### src/rtl/dest_reg_pipeline.sv
// dest_reg_pipeline: tracks destination registers of in-flight instructions
// from IF/ID decode through ID/EXE, EXE/MEM and MEM/WB. It feeds the
// write-enable / destination buses compared by the interlock, inserts bubbles
// on stall or flush, and keeps saturating stall/bubble counters.
module dest_reg_pipeline #(
    parameter int unsigned REG_ADDR_W = 5,
    parameter int unsigned CNT_W      = 32
) (
    input  logic                  clock,
    input  logic                  reset,
    input  logic [6:0]            if_id_opcode,
    input  logic [REG_ADDR_W-1:0] if_id_write_reg,
    input  logic                  stall,
    input  logic                  flush,
    output logic                  id_exe_regWrite,
    output logic                  exe_mem_regWrite,
    output logic                  mem_wb_regWrite,
    output logic [REG_ADDR_W-1:0] id_exe_write_reg,
    output logic [REG_ADDR_W-1:0] exe_mem_write_reg,
    output logic [REG_ADDR_W-1:0] mem_wb_write_reg,
    output logic                  id_exe_memRead,
    output logic                  pc_enable,
    output logic                  if_id_enable,
    output logic [CNT_W-1:0]      stall_count,
    output logic [CNT_W-1:0]      bubble_count
);

    localparam int unsigned OPC_W = 7;

    localparam logic [OPC_W-1:0] OPC_LUI    = 7'b0110111;
    localparam logic [OPC_W-1:0] OPC_AUIPC  = 7'b0010111;
    localparam logic [OPC_W-1:0] OPC_JAL    = 7'b1101111;
    localparam logic [OPC_W-1:0] OPC_JALR   = 7'b1100111;
    localparam logic [OPC_W-1:0] OPC_LOAD   = 7'b0000011;
    localparam logic [OPC_W-1:0] OPC_OP_IMM = 7'b0010011;
    localparam logic [OPC_W-1:0] OPC_OP     = 7'b0110011;

    localparam logic [CNT_W-1:0] CNT_MAX = {CNT_W{1'b1}};

    logic                  dec_reg_write;
    logic                  dec_mem_read;
    logic [REG_ADDR_W-1:0] dec_write_reg;
    logic                  insert_bubble;

    logic                  id_exe_rw_q,  id_exe_rw_d;
    logic [REG_ADDR_W-1:0] id_exe_wr_q,  id_exe_wr_d;
    logic                  id_exe_mr_q,  id_exe_mr_d;
    logic                  exe_mem_rw_q, exe_mem_rw_d;
    logic [REG_ADDR_W-1:0] exe_mem_wr_q, exe_mem_wr_d;
    logic                  mem_wb_rw_q,  mem_wb_rw_d;
    logic [REG_ADDR_W-1:0] mem_wb_wr_q,  mem_wb_wr_d;
    logic [CNT_W-1:0]      stall_cnt_q,  stall_cnt_d;
    logic [CNT_W-1:0]      bubble_cnt_q, bubble_cnt_d;

    // Decode regWrite/memRead for the IF/ID instruction; rd==x0 never writes.
    always_comb begin
        dec_reg_write = 1'b0;
        dec_mem_read  = 1'b0;
        dec_write_reg = '0;
        unique case (if_id_opcode)
            OPC_LUI, OPC_AUIPC, OPC_JAL, OPC_JALR, OPC_OP_IMM, OPC_OP: begin
                dec_reg_write = 1'b1;
            end
            OPC_LOAD: begin
                dec_reg_write = 1'b1;
                dec_mem_read  = 1'b1;
            end
            default: begin
                dec_reg_write = 1'b0;
            end
        endcase
        if (if_id_write_reg == '0) begin
            dec_reg_write = 1'b0;
            dec_mem_read  = 1'b0;
        end
        if (dec_reg_write) begin
            dec_write_reg = if_id_write_reg;
        end
    end

    // Next-state for the stage registers and saturating counters.
    always_comb begin
        insert_bubble = stall | flush;

        mem_wb_rw_d  = exe_mem_rw_q;
        mem_wb_wr_d  = exe_mem_wr_q;
        exe_mem_rw_d = id_exe_rw_q;
        exe_mem_wr_d = id_exe_wr_q;

        id_exe_rw_d = dec_reg_write;
        id_exe_wr_d = dec_write_reg;
        id_exe_mr_d = dec_mem_read;
        if (insert_bubble) begin
            id_exe_rw_d = 1'b0;
            id_exe_wr_d = '0;
            id_exe_mr_d = 1'b0;
        end

        stall_cnt_d = stall_cnt_q;
        if (stall && (stall_cnt_q != CNT_MAX)) begin
            stall_cnt_d = stall_cnt_q + CNT_W'(1);
        end

        bubble_cnt_d = bubble_cnt_q;
        if (insert_bubble && (bubble_cnt_q != CNT_MAX)) begin
            bubble_cnt_d = bubble_cnt_q + CNT_W'(1);
        end
    end

    // Stage and counter registers; reset clears everything immediately.
    always_ff @(posedge clock or negedge reset) begin
        if (!reset) begin
            id_exe_rw_q  <= 1'b0;
            id_exe_wr_q  <= '0;
            id_exe_mr_q  <= 1'b0;
            exe_mem_rw_q <= 1'b0;
            exe_mem_wr_q <= '0;
            mem_wb_rw_q  <= 1'b0;
            mem_wb_wr_q  <= '0;
            stall_cnt_q  <= '0;
            bubble_cnt_q <= '0;
        end else begin
            id_exe_rw_q  <= id_exe_rw_d;
            id_exe_wr_q  <= id_exe_wr_d;
            id_exe_mr_q  <= id_exe_mr_d;
            exe_mem_rw_q <= exe_mem_rw_d;
            exe_mem_wr_q <= exe_mem_wr_d;
            mem_wb_rw_q  <= mem_wb_rw_d;
            mem_wb_wr_q  <= mem_wb_wr_d;
            stall_cnt_q  <= stall_cnt_d;
            bubble_cnt_q <= bubble_cnt_d;
        end
    end

    // Flush overrides stall: squashed IF/ID must be refetched.
    assign pc_enable    = ~stall | flush;
    assign if_id_enable = ~stall | flush;

    assign id_exe_regWrite   = id_exe_rw_q;
    assign id_exe_write_reg  = id_exe_wr_q;
    assign id_exe_memRead    = id_exe_mr_q;
    assign exe_mem_regWrite  = exe_mem_rw_q;
    assign exe_mem_write_reg = exe_mem_wr_q;
    assign mem_wb_regWrite   = mem_wb_rw_q;
    assign mem_wb_write_reg  = mem_wb_wr_q;
    assign stall_count       = stall_cnt_q;
    assign bubble_count      = bubble_cnt_q;

endmodule

### config.mk
export PLATFORM = sky130hd
export DESIGN_NAME = dest_reg_pipeline
export DESIGN_NICKNAME = d
export VERILOG_FILES = /design/src/rtl/dest_reg_pipeline.sv
export SDC_FILE = /design/constraint.sdc
export NUM_CORES = 1
export LEC_CHECK = 0
export CAP_MARGIN = 10
export CORE_ASPECT_RATIO = 1.1
export CORE_UTILIZATION = 25
export DETAILED_ROUTE_END_ITERATION = 10
export GPL_TIMING_DRIVEN = 0
export PLACE_DENSITY = 0.46
export SYNTH_ARGS = -nofsm -noshare
export SYNTH_HDL_FRONTEND = slang
export SYNTH_SLANG_ARGS = --single-unit
### constraint.sdc
create_clock -name clock -period 2.5 [get_ports clock]
set_clock_uncertainty 0.1 [all_clocks]
set_input_delay 0.75 -clock clock [delete_from_list [all_inputs] [get_ports clock]]
set_output_delay 0.75 -clock clock [all_outputs]
set_load 0.01 [all_outputs]
==> metrics <==
status completed; Starting Density 0.2596; largest family of logic cells by synthesized area simple AND/OR/NAND/NOR gates; CTS tree done; Synth warnings 0; Port Buffer Count 100; Setup Viol. Count Final 0; largest net degree at the start of global routing 45; post-synth top area cell dfrtp_1; met2 routed WL 4133 microns; top-area cell type share of the netlist area 0.5706; DR pass1 iterations 4; pins over their slew limit 0; final core utilization 0.3711; max frequency roughly 410 MHz; die width 117.0 microns; multi-input logic area between 1500 and 2000 sq um; syn_nets between 300 and 400; total core area ~14000 sq um; worst hold path class reg -> reg; clock buffer depth 2; htree depth 3; Residual DRC 0; Ant. Diodes 0; Adder-Cell Fraction of Synth Area 0.006875; Mapped Cells about 310; routed length on met1 3911 microns; startpoint types input port; Compound-Gate Fraction of Synth Area 0.03575; hold buffers post-CTS 0; Unique masters post-synth 40; Total Power 3.619 mW; placed standard-cell area 4901 sq um; routed wire length 8680 microns; CP cell instances clkdlybuf4s15_1 -> nand2b_4 -> buf_4 -> dlygate4sd2_1; worst-path maximum fanout 5; Final Critical Period 2414 ps; P per Cell Area 695.6 nW/um^2; Req. time, crit path 1650 ps; Max IR drop VDD 0.4546 mV; Hold Violations, Final 0; Reg clk slew, reported paths 60 ps; XOR/XNOR Fraction of Synth Area 0.1444; Yosys reg bits 83; first-pass GRT wire length about 14000 microns; simple-gate portion of the synthesized area 0.2238; Seq/Total Area, Yosys 0.5706; register area just over 2000 sq um; Setup Buffers After CTS 0; GP Congestion a little under 0.8; RSZ-0062 raised after global routing false; WL per Instance 14.07 microns; vias per cell 4.451; GR Overflow Total 0; Site Rows 45; max-cap violation count 0; Vert. Die Dim around 130 microns; vias in the first global route between 2000 and 3000; CTS buffer count 9; Nets 442; total track usage 0.1220; hpwl dp 6351 microns; DR iter-0 viols 141; Worst setup EP type output port; overall die area 15050 sq um; root buffer cell clkbuf_16; dominant cells by area after synthesis dfrtp_1 57%, xnor2_1 8.7%, xor2_1 5.8%; kind of critical path in -> out; Finished Cell Area 5202 sq um; ratio of cells with drive above 1 in the final layout 0.1002; Syn Area/Cell 11.67 sq um; ANT nets after route 0; # fillers 1382; hold_ws about 270 ps; Slowest-stage cell, CP clkdlybuf4s15_1; CP arrival about 1600 ps; DR vias ~2700; CP max stage delay 350 ps; number of clock sinks slightly above 80; mux share of post-synthesis cell area 0.009282; Netlist Area Pre-Place 3640 sq um; Routed met3 length 497 microns; area grow syn2layout 42.94%; Slew headroom 0.5265; Clock Latency Late Sink 340 ps; final period utilization 0.9656; static leakage ~2.2 nW; Sum Neg Setup Slack 0 ps; initial antenna violation count 0; worst slew pin tran 706.0 ps; highest metal used met4; io pins around 100
logic make-up (layout without fill, tap and decap cells):
family                   count (synthesis)  count (layout)
XOR/XNOR                                60              60
AO/OA/AOI/OAI                           16              16
buffers and inverters                    6             123
adder cells (fa/ha/maj)                  2               2
multiplexers                             3               3
AND/OR/NAND/NOR                        142             142
flip-flops                              83              83
cells in the mapped netlist (all sizes together):
cell	instances
a31oi	2
nand3b	1
nor3	9
nand2	26
o311ai	1
nor4b	1
nor3b	1
a21oi	4
a2111oi	1
dfrtp	83
nand4	17
and3	11
nand3	25
nand4b	1
o2111ai	1
or4	2
mux2	3
nor4	3
a211o	1
a21boi	1
o21ai	1
buf	3
xor2	24
inv	3
o211ai	1
nand2b	1
nor2b	1
and4	11
nor2	24
xnor2	36
and2	8
a211oi	2
o31ai	1
ha	2
metal layers:
| metal | global-route usage | vias up |
|---|---|---|
| li1 | - | 1335 |
| met2 | 0.1925 | 73 |
| met5 | 0 | - |
| met1 | 0.1536 | 1325 |
| met4 | 0.04468 | 0 |
| met3 | 0.04239 | 13 |
per-stage QoR:
| stage | setup slack (ps) | instances |
|---|---|---|
| 2_1_floorplan | 411.5 | 312 |
| 3_3_place_gp | -2648 | 600 |
| 3_5_place_dp | -667.5 | 601 |
| 4_1_cts | 47.20 | 617 |
| 5_1_grt | 31.07 | 617 |
| 6_report | 85.99 | 617 |
worst paths after layout:
kind	cells after the start	slack, ps	to	startpoint
max in group asynchronous	2	1400	bubble_count[22]$_DFFE_PN0P_	reset
setup / recovery	4	90	pc_enable	stall
hold reg to reg	0	270	exe_mem_write_reg[4]$_DFF_PN0_	id_exe_write_reg[4]$_DFF_PN0_
setup reg to reg	5	200	stall_count[1]$_DFFE_PN0P_	stall_count[0]$_DFFE_PN0P_
hold / removal	0	270	exe_mem_write_reg[4]$_DFF_PN0_	id_exe_write_reg[4]$_DFF_PN0_
min in group asynchronous	1	290	stall_count[2]$_DFFE_PN0P_	reset
critical path, delay by kind of cell:
kind	cells	cell delay, ps
buffers and inverters	3	750
AND/OR/NAND/NOR	1	70
power breakdown:
group	switching (mW)	total, mW	internal, mW
Sequential	0.197	1.68	1.48
Clock	0.570	1.26	0.687
Combinational	0.287	0.683	0.396
repair_timing:
action / 4_1_cts / 5_1_grt
gates resized for setup: 6 / 2
setup endpoints to repair: 17 / 2
pin swaps: 1 / 0
placed cells by master (no fill, tap or decap), types with 3 or more instances in the layout:
cell and instances:
buf_4 4, and4_2 5, clkdlybuf4s50_1 95, nand3_1 25, dlygate4sd2_1 3, and2_1 8
and4_1 6, nor3_1 9, xor2_1 24, inv_6 4, a21oi_1 4, nand4_1 16
dfrtp_1 83, nand2_1 26, clkbuf_16 9, mux2_2 3, xnor2_1 36, and3_1 7
nor2_1 22, inv_1 3, and3_2 4
layout make-up:
| cell class | count | area share |
|---|---|---|
| Buffer | 3 | 0.004329 |
| Clock buffer | 9 | 0.04329 |
| Clock inverter | 7 | 0.01082 |
| Inverter | 3 | 0.002165 |
| Multi-Input combinational cell | 223 | 0.2985 |
| Sequential cell | 83 | 0.3992 |
| Tap cell | 188 | 0.04521 |
| Timing Repair Buffer | 101 | 0.1965 |
Power figures use the tool's default switching activity.
